===== config.mk =====
export PLATFORM = sky130hd
export DESIGN_NAME = ps2_sender
export DESIGN_NICKNAME = d
export VERILOG_FILES = /design/src/rtl/ps2_sender.sv
export SDC_FILE = /design/constraint.sdc
export NUM_CORES = 1
export LEC_CHECK = 0
export CELL_PAD_IN_SITES_DETAIL_PLACEMENT = 1
export CELL_PAD_IN_SITES_GLOBAL_PLACEMENT = 1
export CORE_ASPECT_RATIO = 0.6
export CORE_MARGIN = 1
export CORE_UTILIZATION = 44
export DETAILED_ROUTE_END_ITERATION = 8
export DONT_BUFFER_PORTS = 1
export PLACE_DENSITY_LB_ADDON = 0.1
export SLEW_MARGIN = 0
export SYNTH_ARGS = -nofsm -noshare
export SYNTH_HDL_FRONTEND = slang
export SYNTH_SLANG_ARGS = --single-unit

===== constraint.sdc =====
create_clock -name clk -period 4.8 [get_ports clk]
set_input_delay 0.48 -clock clk [delete_from_list [all_inputs] [get_ports clk]]
set_output_delay 0.48 -clock clk [all_outputs]
set_load 0.01 [all_outputs]

===== src/rtl/ps2_sender.sv =====
// Device-side PS/2 transmitter: queues scan-code bytes in a small FIFO and
// serializes each one as an 11-slot PS/2 frame on registered ps2_clk/ps2_data.
module ps2_sender #(
  parameter int HALF_PERIOD = 4,
  parameter int GAP         = 16,
  parameter int DEPTH       = 8
) (
  input  logic       clk,
  input  logic       clrn,
  input  logic [7:0] in_data,
  input  logic       in_valid,
  output logic       in_ready,
  output logic       ps2_clk,
  output logic       ps2_data,
  output logic       busy,
  output logic       overflow
);

  localparam int AW = $clog2(DEPTH);
  localparam int PW = $clog2(2 * HALF_PERIOD);
  localparam int GW = $clog2(GAP + 1);

  localparam logic [AW:0]   CNT_FULL = (AW+1)'(DEPTH);
  localparam logic [PW-1:0] PH_HALF  = PW'(HALF_PERIOD);
  localparam logic [PW-1:0] PH_LAST  = PW'(2 * HALF_PERIOD - 1);
  localparam logic [GW-1:0] GAP_LAST = GW'(GAP - 1);

  typedef enum logic [1:0] {
    S_IDLE,
    S_SEND,
    S_GAP
  } state_t;

  logic [7:0]    mem_q [DEPTH];
  logic [AW-1:0] wptr_q, rptr_q;
  logic [AW:0]   count_q, count_d;
  logic          overflow_q;

  state_t        state_q;
  logic [10:0]   shift_q;
  logic [PW-1:0] phase_q;
  logic [3:0]    slot_q;
  logic [GW-1:0] gapCnt_q;
  logic          ps2Clk_q, ps2Data_q;

  logic          push, pop;
  logic [7:0]    head;

  // in_ready looks at the count before any pop, so a full FIFO refuses a
  // byte even in the cycle the FSM drains one.
  assign in_ready = (count_q < CNT_FULL);
  assign push     = in_valid && in_ready;
  assign pop      = (state_q == S_IDLE) && (count_q != '0);
  assign head     = mem_q[rptr_q];

  assign ps2_clk  = ps2Clk_q;
  assign ps2_data = ps2Data_q;
  assign overflow = overflow_q;
  assign busy     = (state_q != S_IDLE) || (count_q != '0);

  always_comb begin
    count_d = count_q;
    case ({push, pop})
      2'b10:   count_d = count_q + 1'b1;
      2'b01:   count_d = count_q - 1'b1;
      default: count_d = count_q;
    endcase
  end

  always_ff @(posedge clk) begin
    if (push) begin
      mem_q[wptr_q] <= in_data;
    end
  end

  always_ff @(posedge clk or negedge clrn) begin
    if (!clrn) begin
      wptr_q     <= '0;
      rptr_q     <= '0;
      count_q    <= '0;
      overflow_q <= 1'b0;
    end else begin
      count_q <= count_d;
      if (push) begin
        wptr_q <= wptr_q + 1'b1;
      end
      if (pop) begin
        rptr_q <= rptr_q + 1'b1;
      end
      if (in_valid && !in_ready) begin
        overflow_q <= 1'b1;
      end
    end
  end

  // Each slot is 2*HALF_PERIOD cycles: clock high then low, data held for the
  // whole slot so the receiver samples it on the falling edge mid-slot.
  always_ff @(posedge clk or negedge clrn) begin
    if (!clrn) begin
      state_q   <= S_IDLE;
      shift_q   <= '0;
      phase_q   <= '0;
      slot_q    <= '0;
      gapCnt_q  <= '0;
      ps2Clk_q  <= 1'b1;
      ps2Data_q <= 1'b1;
    end else begin
      case (state_q)
        S_IDLE: begin
          ps2Clk_q  <= 1'b1;
          ps2Data_q <= 1'b1;
          if (pop) begin
            shift_q <= {1'b1, ~^head, head, 1'b0};
            phase_q <= '0;
            slot_q  <= '0;
            state_q <= S_SEND;
          end
        end
        S_SEND: begin
          ps2Data_q <= shift_q[0];
          ps2Clk_q  <= (phase_q < PH_HALF);
          if (phase_q == PH_LAST) begin
            phase_q <= '0;
            shift_q <= {1'b1, shift_q[10:1]};
            if (slot_q == 4'd10) begin
              gapCnt_q <= '0;
              state_q  <= S_GAP;
            end else begin
              slot_q <= slot_q + 1'b1;
            end
          end else begin
            phase_q <= phase_q + 1'b1;
          end
        end
        S_GAP: begin
          ps2Clk_q  <= 1'b1;
          ps2Data_q <= 1'b1;
          if (gapCnt_q == GAP_LAST) begin
            state_q <= S_IDLE;
          end else begin
            gapCnt_q <= gapCnt_q + 1'b1;
          end
        end
        default: begin
          ps2Clk_q  <= 1'b1;
          ps2Data_q <= 1'b1;
          state_q   <= S_IDLE;
        end
      endcase
    end
  end

endmodule


# Word level (Yosys, flattened, before mapping)
# Memory sizes are Yosys's and may differ from the RTL's.
# Index checks and enable logic that the tools add are counted.
# totals
n_memories,1
mem_bits_rw,64
regBits,38
# op_classes
eq_ne,13
addsub,7
reduce_logical,17
magnitude_cmp,2
muxes,24
# mem_list
name,words,word_bits,read_ports,rd_clocked_by_memory_dff,write_ports,line_no,source
mem_q,8,8,1,0,1,34,logic [7:0] mem_q [DEPTH];
# op_table
op,count
11-bit 2-to-1 mux,2
11-bit one-hot mux with 2 select lines,1
4-bit one-hot mux with 2 select lines,2
5-bit 2-to-1 mux,3
4-bit 2-to-1 mux,3
2-bit != test (second input constant),6
4-bit AND reduction,3
5-bit one-hot mux with 2 select lines,1
3-bit by 1-bit adder with 3-bit output (second input constant),3
4-bit by 1-bit adder with 4-bit output (second input constant),2
2-bit 2-to-1 mux,4
2-bit nonzero test,4
8-bit XNOR reduction,1
3-bit 2-to-1 mux,2
2-bit one-hot mux with 3 select lines,1
3-bit one-hot mux with 2 select lines,1
5-bit by 1-bit adder with 5-bit output (second input constant),1
5-bit by 4-bit equality test with 1-bit output (second input constant),1
2-bit by 1-bit equality test with 1-bit output (second input constant),2
2-bit equality test (second input constant),2
4-bit equality test (second input constant),1
4-bit < comparator (second input constant),1
1-bit 2-to-1 mux,4
4-bit nonzero test,1
9 further kinds,11

# Longest topological paths before layout
# logic_depth
ltp_word,4
depth_mapped,13

# Worst setup path after synthesis
# Ideal clock, no wire load.
# synth_timing
path_type,register to register
startpoint,register count_q[1]
endpoint,register count_q[2]
arrival_ps,2657
setup_slack_ps,2018
path_stages_with_launch,13
period_less_slack_ps,2782
required_time_ps,4675
path_buffers,1
path_cell_list,dfrtp_1 or4_1 o21bai_1 a21o_1 nor2_1 ha_1 clkbuf_1 xor2_1 ha_1 a21oi_1 xor2_1 nor2_1 xor2_1
# synth_via
elab_chain_cells,4
word_cells_on_any_way,10
classes_between,add/sub (2); order compare (1); eq/ne (2); mux (1); reduce/logical (4)
# synth_rtl
element,line_no,source
"start, declared",36,"logic [AW:0] count_q, count_d;"
"start signal, assigned",83,count_q <= count_d;
4-bit nonzero test (*),53,assign pop = (state_q == S_IDLE) && (count_q != '0);
1-bit logical AND (*),53,
named net pop,46,"logic push, pop;"
2-bit by 1-bit equality test with 1-bit output or 2-bit equality test (tied branches),63,"case ({push, pop})"
4-bit one-hot mux with 2 select lines or 2-bit nonzero test (tied branches),n/a,
# The timed path passes the listed nets; every way through them passes the cells marked *.
# A chain may end at the register's enable or synchronous reset.

# Worst setup path in the final report
# Ends and elaborated chain as after synthesis.

==> run summary <==
global routing usage on met1: 0.268
CP most frequent cell: xor2_1
Total Nets Final: 308
Pleak: 1.80 nW
Routed WL: 8180 µm
Clock Tree Buf Depth: 2
vias in the first global route: 2387
H-tree levels: 3
FF-to-FF Start: count_q[1]
post-synthesis mux area share: 0.128
GPL Wtd Cong: 0.713
crit path max fanout: 26
CP peak stage delay: 0.63 ns
worst min-delay path class: primary input to flip-flop
most numerous cell in the Yosys netlist: edfxtp_1
status: completed
fill count: 902
f_max: 0.308 GHz
r2r setup slk: 1.55 ns
Async S/R FF share, synth: 0.373
flip-flop and latch count after synthesis: 102
register area share after synthesis: 0.657
Post-synth EDFFs: 64
max cap viols: 0
Max VDD drop: 0.000190 V
clock latency on the worst-skew pair: 0.34 ns
Sw Ratio: 0.237
worst path required time: 5.02 ns
Worst Max-Slew Pin Slew: 0.977 ns
grt total ovfl: 0
post-layout util: 0.510
Compound-Gate Fraction of Synth Area: 0.0506
Design Power: 0.00200 W
sequence of cells on the critical path: or4_1, o21bai_1, a21o_1, buf_4, nor2_1, ha_1, xor2_1, ha_1, a21oi_1, xor2_1, nor2_1, xor2_1
Post-Syn Area: 4380 µm²
Synth Area in Simple Gates: 0.0663
Hold Crit Start: in_data[5]
syn avg cell area: 15.6 µm²
via/cell ratio: 5.42
CTS Sinks: 102
grt peak-use layer: met1
dominant cell type by area after synthesis: edfxtp_1
Synth Area in XOR/XNOR: 0.0435
PortBufs: 0
die height: 79.3 µm
Fin. Hold Viols: 0
global-route wire length before repair: 13300 µm
Worst-path clk slew: 0.07 ns
Synth Area in Adders: 0.0314
# DRC: 0
CTS tree: built
Hold Path Sink: mem_q[3][5]
Die Wd: 131 µm
Rows: 27
Post-Place Setup Slack: 1.57 ns
Post-DRT Antenna Nets: 0
worst r2r dst: count_q[2]
worst setup path class: flip-flop to flip-flop
Tcrit/Tclk final: 0.677
Initial Utilization: 0.464
Main synth FF type: edfxtp_1
gate count after technology mapping: 281
CP Launch Type: flip-flop
combinational share of power: 0.109
CP Capture Type: flip-flop
Distinct cells, synth: 41
DR pass1 iterations: 4
largest net degree at the start of global routing: 39
largest cells by area after synthesis: edfxtp_1 44%, dfrtp_1 21%, mux4_1 7.2%, ha_1 3.1%, mux2_2 2.1%
num ports: 16
diode count: 0
share of cells above drive strength 1: 0.124
R2R cell count: 12
Period minus WS final: 3.25 ns
Global Route Usage Sum: 0.182
Mapped Nets: 303
DR iter-0 viols: 104
Synth top area share: 0.439
Crit-path slowest cell: or4_1
largest family of logic cells by synthesized area: multiplexers
critical path arrival: 3.47 ns
max-slew violation count: 0
number of setup violations in the final report: 0
pwr/cell area: 416 nW/µm²
top post-synthesis cells by count: 64 x edfxtp_1, 36 x dfrtp_1, 23 x nand2_1, 15 x nor2_1, 12 x mux4_1
CTS Buf Count: 9
Flop pwr share: 0.544
met3 usage: 0.0505
P_sw: 0.000474 W
hpwl dp: 5680 µm
Slew Limit Headroom: 0.346
Vias: 2282
hold slack: 0.230 ns
skew final: 0.00429 ns
Synth warnings: 0
initial antenna violation count: 0
worst hold path depth: 0
Internal Power: 0.00153 W
TNS Setup: 0 ns
die area: 10400 µm²
Root Driver: clkbuf_16
RSZ-0062 raised after global routing: false
CORE AREA: 9430 µm²
GR Util met2: 0.259
clock network fraction of design power: 0.347
Layout area overhead: 9.86%
Avg WL per Cell: 19.4 µm
post-route setup slack: 1.55 ns
==> critical path, delay by kind of cell, from the launching register on <==
kind / cells / cell delay, ns
xor gates and xnor gates: 3 / 0.47
and+or+nand+nor: 3 / 0.89
buffers and inverters: 1 / 0.25
AOI/OAI and AO/OA: 3 / 0.57
adders and majority gates: 2 / 0.51
DFF: 1 / 0.43
==> what timing repair did <==
item                                   CTS  global route
setup buffers                            0             0
endpoints found under the hold margin   38             0
hold buffers                             2             0
resized for setup                        0             0
==> per-stage QoR <==
step,instance area (µm²),cells
global placement,4500,403
finish,4810,421
global route,4810,421
floorplan,4380,281
CTS,4810,421
detailed placement,4500,403
==> cell type report <==
class,instances,area (µm²),area share
tap,130,163,0.0338
multi-input combinational,159,1400,0.291
clock inverter,5,50.0,0.0104
clock buffer,11,233,0.0484
inverter,8,30.0,0.00625
timing repair buffer,6,60.1,0.0125
sequential,102,2880,0.598
==> cells by family after synthesis <==
family,Yosys count
XOR/XNOR,20
buffers and inverters,20
adder cells (fa/ha/maj),11
multiplexers,29
AND/OR/NAND/NOR,63
flip-flops,102
AO/OA/AOI/OAI,36
==> flip-flops by register name (all words and copies together) (netlist names) <==
| name | cells |
|---|---|
| mem_q | 64 |
| shift_q | 11 |
| rptr_q | 3 |
| phase_q | 3 |
| ps2_data | 1 |
| overflow | 1 |
| gapCnt_q | 5 |
| count_q | 4 |
| wptr_q | 3 |
| state_q | 2 |
| ps2_clk | 1 |
| slot_q | 4 |
==> cell usage in the layout (no fill, tap or decap), types with 8 or more instances in the layout <==
cell type,count
ha_1,11
xnor2_1,8
clkbuf_16,9
o21ai_1,9
o22ai_1,8
xor2_1,10
dfrtp_1,36
edfxtp_1,64
mux2_2,8
nor2_1,15
mux4_1,12
nand2_1,23
==> per-layer routing <==
metal  wire length (µm)  vias up
met4                106        0
li1                   -     1067
met2               3470       24
met5                  0        -
met1               4370     1179
met3                233       12
==> how the worst max path moves through the flow <==
| stage | start | endpoint | slack (ns) | cells past startpoint |
|---|---|---|---|---|
| CTS | count_q[1] | count_q[2] | 1.56 | 12 |
| finish | count_q[1] | count_q[2] | 1.55 | 12 |
| global route | count_q[1] | count_q[2] | 1.32 | 12 |
| detailed placement | count_q[1] | count_q[2] | 1.57 | 12 |
| global placement | count_q[1] | count_q[2] | 1.67 | 12 |
| floorplan | count_q[1] | count_q[2] | 2.02 | 12 |
==> power by group through the flow <==
stage | logic [W] | clock network [W] | registers (W)
final | 0.000217 | 0.000695 | 0.00109
after global routing | 0.000248 | 0.000744 | 0.00110
after CTS | 0.000223 | 0.000712 | 0.00109
after detailed placement | 0.000213 | 0 | 0.00111
after global placement | 0.000206 | 0 | 0.00110
after floorplan | 0.000161 | 0 | 0.00109
Power figures use the tool's default switching activity.
